`config.mk`:
```
export PLATFORM = sky130hd
export DESIGN_NAME = reg_scoreboard
export DESIGN_NICKNAME = d
export VERILOG_FILES = /design/src/rtl/riscv_pkg.sv /design/src/rtl/sb_counter.sv /design/src/rtl/reg_scoreboard.sv
export SDC_FILE = /design/constraint.sdc
export NUM_CORES = 1
export LEC_CHECK = 0
export ABC_AREA = 1
export ABC_CLOCK_PERIOD_IN_PS = 12300
export CORE_MARGIN = 2
export CORE_UTILIZATION = 37
export CTS_CLUSTER_SIZE = 14
export DETAILED_ROUTE_END_ITERATION = 8
export DONT_BUFFER_PORTS = 1
export PLACE_DENSITY = 0.54
export SLEW_MARGIN = 10
export SYNTH_ARGS = -nofsm -noshare
export SYNTH_HDL_FRONTEND = slang
export SYNTH_HIERARCHICAL = 1
export SYNTH_SLANG_ARGS = --single-unit
export TNS_END_PERCENT = 100
```
`constraint.sdc`:
```
create_clock -name clk -period 12.3 [get_ports clk]
set_input_delay 3.075 -clock clk [delete_from_list [all_inputs] [get_ports clk]]
set_output_delay 3.075 -clock clk [all_outputs]
set_load 0.01 [all_outputs]
```
`src/rtl/riscv_pkg.sv`:
```
// Shared RISC-V core definitions: register-file geometry and the register-index type.
package riscv_pkg;

    localparam int REG_ADDR_W = 5;
    localparam int NUM_REGS   = 32;

    typedef logic [REG_ADDR_W-1:0] reg_idx_t;

endpackage

```
`src/rtl/sb_counter.sv`:
```
// Per-register pending-write counter: one issue increment and up to two retires per cycle.
module sb_counter #(
    parameter int CNT_W = 2
) (
    input  logic             clk,
    input  logic             reset,
    input  logic             inc,
    input  logic [1:0]       dec,
    output logic [CNT_W-1:0] cnt,
    output logic             nonzero,
    output logic             at_max,
    output logic             underflow
);

    logic [CNT_W-1:0] cnt_q, cnt_d;
    logic [CNT_W+1:0] sum;

    // Two extra bits so the compare against dec (0..2) cannot wrap.
    always_comb begin
        sum       = {2'b00, cnt_q} + {{(CNT_W+1){1'b0}}, inc};
        underflow = ({{CNT_W{1'b0}}, dec} > sum);
        cnt_d     = cnt_q;
        if (underflow) begin
            cnt_d = '0;
        end else begin
            cnt_d = CNT_W'(sum - {{CNT_W{1'b0}}, dec});
        end
    end

    always_ff @(posedge clk) begin
        if (reset) begin
            cnt_q <= '0;
        end else begin
            cnt_q <= cnt_d;
        end
    end

    assign cnt     = cnt_q;
    assign nonzero = |cnt_q;
    assign at_max  = &cnt_q;

endmodule

```
`src/rtl/reg_scoreboard.sv`:
```
// Decode-stage register scoreboard: stalls sources with in-flight writes.
// Optional macro SCOREBOARD_WB_BYPASS_EN lets a source issue in the cycle its last write retires.
module reg_scoreboard
    import riscv_pkg::*;
#(
    parameter int CNT_W   = 2,
    parameter int STALL_W = 16
) (
    input  logic                clk,
    input  logic                reset,
    input  logic                issue_valid,
    input  reg_idx_t            issue_rs1,
    input  reg_idx_t            issue_rs2,
    input  logic                issue_rs1_used,
    input  logic                issue_rs2_used,
    input  reg_idx_t            issue_rd,
    input  logic                issue_rd_we,
    output logic                issue_ready,
    input  logic                wb_valid,
    input  reg_idx_t            wb_rd,
    input  logic                cancel_valid,
    input  reg_idx_t            cancel_rd,
    output logic [NUM_REGS-1:0] busy_vec,
    output logic [STALL_W-1:0]  stall_cnt,
    output logic                err
);

    logic [CNT_W-1:0]    cnt_arr [NUM_REGS];
    logic [NUM_REGS-1:0] nonzero_vec;
    logic [NUM_REGS-1:0] at_max_vec;
    logic [NUM_REGS-1:0] underflow_vec;
    logic                accept;
    logic                pend_rs1, pend_rs2;
    logic                hazard_rs1, hazard_rs2, saturation;
    logic [STALL_W-1:0]  stall_q, stall_d;
    logic                err_q, err_d;

    // x0 has no counter: it never reports pending, full or underflow.
    assign cnt_arr[0]       = '0;
    assign nonzero_vec[0]   = 1'b0;
    assign at_max_vec[0]    = 1'b0;
    assign underflow_vec[0] = 1'b0;

    generate
        for (genvar gi = 1; gi < NUM_REGS; gi++) begin : g_reg
            logic       inc;
            logic [1:0] dec;

            assign inc = accept && issue_rd_we && (issue_rd == reg_idx_t'(gi));
            assign dec = {1'b0, wb_valid && (wb_rd == reg_idx_t'(gi))}
                       + {1'b0, cancel_valid && (cancel_rd == reg_idx_t'(gi))};

            sb_counter #(
                .CNT_W (CNT_W)
            ) u_cnt (
                .clk       (clk),
                .reset     (reset),
                .inc       (inc),
                .dec       (dec),
                .cnt       (cnt_arr[gi]),
                .nonzero   (nonzero_vec[gi]),
                .at_max    (at_max_vec[gi]),
                .underflow (underflow_vec[gi])
            );
        end
    endgenerate

`ifdef SCOREBOARD_WB_BYPASS_EN
    logic [1:0] dec_rs1, dec_rs2;

    // A source is still pending only if more writes are outstanding than retire now.
    always_comb begin
        dec_rs1  = {1'b0, wb_valid && (wb_rd == issue_rs1)}
                 + {1'b0, cancel_valid && (cancel_rd == issue_rs1)};
        dec_rs2  = {1'b0, wb_valid && (wb_rd == issue_rs2)}
                 + {1'b0, cancel_valid && (cancel_rd == issue_rs2)};
        pend_rs1 = ({1'b0, cnt_arr[issue_rs1]} > {{(CNT_W-1){1'b0}}, dec_rs1});
        pend_rs2 = ({1'b0, cnt_arr[issue_rs2]} > {{(CNT_W-1){1'b0}}, dec_rs2});
    end
`else
    always_comb begin
        pend_rs1 = (cnt_arr[issue_rs1] != '0);
        pend_rs2 = (cnt_arr[issue_rs2] != '0);
    end
`endif

    always_comb begin
        hazard_rs1  = issue_rs1_used && (issue_rs1 != '0) && pend_rs1;
        hazard_rs2  = issue_rs2_used && (issue_rs2 != '0) && pend_rs2;
        // Uses the registered count; a retire in the same cycle does not free a slot.
        saturation  = issue_rd_we && (issue_rd != '0) && at_max_vec[issue_rd];
        issue_ready = !reset && !hazard_rs1 && !hazard_rs2 && !saturation;
        accept      = issue_valid && issue_ready;
    end

    always_comb begin
        stall_d = stall_q;
        err_d   = err_q;
        if (issue_valid && !issue_ready && (stall_q != '1)) begin
            stall_d = stall_q + 1'b1;
        end
        if (|underflow_vec) begin
            err_d = 1'b1;
        end
    end

    always_ff @(posedge clk) begin
        if (reset) begin
            stall_q <= '0;
            err_q   <= 1'b0;
        end else begin
            stall_q <= stall_d;
            err_q   <= err_d;
        end
    end

    assign busy_vec  = nonzero_vec;
    assign stall_cnt = stall_q;
    assign err       = err_q;

endmodule

```
==> flow_summary_export.csv <==
group,metric,value,unit
timing,fin_crit_sh,0.646,
layout,ff_latch_area,1580,um2
detailed_routing,routed_wl,27500,um
synthesis,synthCells,1488,
layout,syn_to_final_growth,6.52,%
layout,multi_input_area,6180,um2
clock_network,cts-buffers-inserted,9,
synthesis,synth_ff_type,"dfxtp_1",
power,cellLeakagePower,5.47,nW
clock_network,clkSinkCount,79,
synthesis,yosys_register_bits,79,
floorplanning,core,24400,um2
critical_path,critPathKind,"input port to output pin",
synthesis,synth_nets,1708,
critical_path,crit_chain,"nor2_1 -> nand2_1 -> o21ai_0 -> o21bai_1 -> nor2_1 -> nor2_2 -> nand3_2 -> inv_1",
detailed_routing,num_vias,8517,
floorplanning,die_area,26200,um2
synthesis,yosysWarnings,6,
layout,nets,1701,
placed_design,gp_congestion,0.962,
power,p_per_area,69.6,nW/um2
clock_network,cts_tree,"built",
global_route,grt.total_usage,0.214,
clock_network,htree_levels,3,
detailed_routing,wire_per_inst,15.2,um
global_route,grt_pass1_vias,8003,
critical_path,crit_top_cell,"nor2_1",
clock_network,holdBufCountCts,0,
clock_network,cts_buffer_depth,2,
layout,final_area,9830,um2
critical_path,cpPeakStageDelay,0.53,ns
placed_design,dpl.hpwl,22200,um
synthesis,synth_commonest_cells,"inv_1 (356), nand2_1 (287), nor2_1 (245)",
timing,max_freq,126,MHz
timing,slew_headroom,0.296,
layout,final_util,0.403,
critical_path,worstPathArrival,4.88,ns
detailed_routing,ant_nets,0,
clock_network,post_cts_buffers,0,
floorplanning,initial_core_util,0.378,
synthesis,yosysSeqAreaShare,0.171,
synthesis,synth_top_cell_by_area,"ha_1",
detailed_routing,drtPass1Iterations,6,
timing,period_needed,7.95,ns
timing,setup_viol,0,
timing,drv_slew,0,
clock_network,root_buffer,"clkbuf_16",
synthesis,syn_area,9230,um2
layout,drive_above_1_share,0.0875,
layout,diodes,0,
critical_path,crit_slowest_cell,"nand3_2",
floorplanning,ioPinCount,83,
critical_path,crit_buf_inv,1,
floorplanning,die_h,162,um
timing,grt_setup_unrepaired,"no",
detailed_routing,via_per_inst,4.71,
critical_path,cp_top_family,"simple AND/OR/NAND/NOR gates",
synthesis,synth_area_leaders,"ha_1 (25%), dfxtp_1 (17%), inv_1 (14%)",
layout,fillers,2741,
timing,worst_pin_slew,1.05,ns
timing,skew,0.0132,ns
clock_network,path_clk_slew,0.08,ns
global_route,grt_pass1_wl,43000,um
critical_path,crit_fanout,32,
global_route,antenna_found_initial,0,
power,max-vdd-ir-drop,0.0473,mV
synthesis,avgSynthCellArea,6.20,um2
placed_design,portBuffers,0,
clock_network,clock_latency,0.37,ns
floorplanning,die_w,162,um
synthesis,ys_types,32,
critical_path,endpoint_kind,"output pin",
min_path,min-delay-path-class,"register to register",
detailed_routing,dr.first_iter.drc_count,665,
job,maxCapViolCount,0,
synthesis,yosysTopAreaCellShare,0.254,
floorplanning,rows,57,
timing,hold_viol_final,0,
clock_network,cts_resized,0,
critical_path,cp_data_required_time,9.22,ns
status,status,"finished, final reports clean",
synthesis,synth_edf_count,0,
placed_design,placed_cell_area,9540,um2
global_route,overflow,0,
timing,tns,0,ns
synthesis,synthArstFlopShare,0,
detailed_routing,drc_errors,0,
global_route,grt_max_degree,35,
critical_path,critPathLaunchType,"input port",
synthesis,synth_most_common_cell,"inv_1",
## layout by cell type, fill, tap and decap left out, drive strengths merged
cell type and count:
dfxtp 79, nand3 66, nand2 351, xnor2 1, a21oi 42, o21bai 1
nor3 15, inv 370, a31oi 1, nand4 24, clkbuf 9, o41ai 1
ha 187, or2 33, clkinvlp 2, o21a 1, xor2 31, o21ai 10
clkinv 1, nor4 8, nand3b 1, nor2 251, conb 1
## cell families after synthesis
group | count (synthesis) | share of synthesized area
fa+ha+maj | 187 | 0.254
flops | 79 | 0.171
other cells | 1 | 0.000406
buf+inv | 384 | 0.159
compound gates | 56 | 0.0315
simple gates | 749 | 0.354
xor+xnor | 32 | 0.0304
## layer usage
metal  wire, um  vias up  track usage
li1           -     4462            -
met1      13000     3816        0.289
met2      12000      209        0.338
met5          0        -            0
met4        488        0       0.0583
met3       2070       30       0.0577
## where the power goes
group / switching [mW] / internal [mW] / leakage (nW)
Combinational: 0.0924 / 0.0461 / 4.70
Sequential: 0.00959 / 0.263 / 0.639
Clock: 0.132 / 0.141 / 0.135
## layout make-up
type,instances,share of cell area
Clock inverter,7,0.00624
Inverter,366,0.140
Sequential cell,79,0.161
Multi-Input combinational cell,1025,0.629
Clock buffer,9,0.0229
Tap cell,324,0.0412
## through the flow
step | cells | total power, mW | setup slack, ns | hold WS, ns
final | 1810 | 0.684 | 4.35 | 0.593
after global routing | 1810 | 0.721 | 4.17 | 0.659
after CTS | 1810 | 0.690 | 4.41 | 0.595
after detailed placement | 1794 | 0.415 | 4.39 | 0.583
after global placement | 1794 | 0.414 | 4.43 | 0.574
after floorplan | 1488 | 0.381 | 4.95 | 0.516
## worst register-to-register path: stages, from the launching register on
cell     delay, ns
dfxtp_1       0.34
nor2_1        0.39
nor2_1        0.08
nor2_1        0.11
nand2_1       0.07
nand2_1       0.06
nand2_1       0.05
nand2_1       0.05
nand3_1       0.06
nand3_1       0.11
nand3_2       0.53
nor2_2        0.34
nand2_2       0.33
nor2_1        0.25
ha_1          0.18
ha_1          0.22
inv_1         0.06
ha_1          0.25
nand2_1       0.09
nand2_1       0.06
nand2_2       0.08
inv_1         0.05
nor4_1        0.85
nand4_1       0.17
nor3_1        0.18
nor2_1        0.05
## path summary, 6_finish.rpt
| kind | startpoint | to | slack (ns) | depth (start not counted) |
|---|---|---|---|---|
| hold reg to reg | stall_cnt[4] | stall_cnt[4] | 0.59 | 4 |
| hold / removal | stall_cnt[4] | stall_cnt[4] | 0.59 | 4 |
| setup reg to reg | g_reg[19].u_cnt/cnt[0] | err | 7.20 | 25 |
| setup / recovery | issue_rd[2] | issue_ready | 4.35 | 8 |
## state kept, by name (all words and copies together) (netlist names)
register     flops
err              1
g.u_cnt/cnt     62
stall_cnt       16
(Power assumes the default switching activity.)
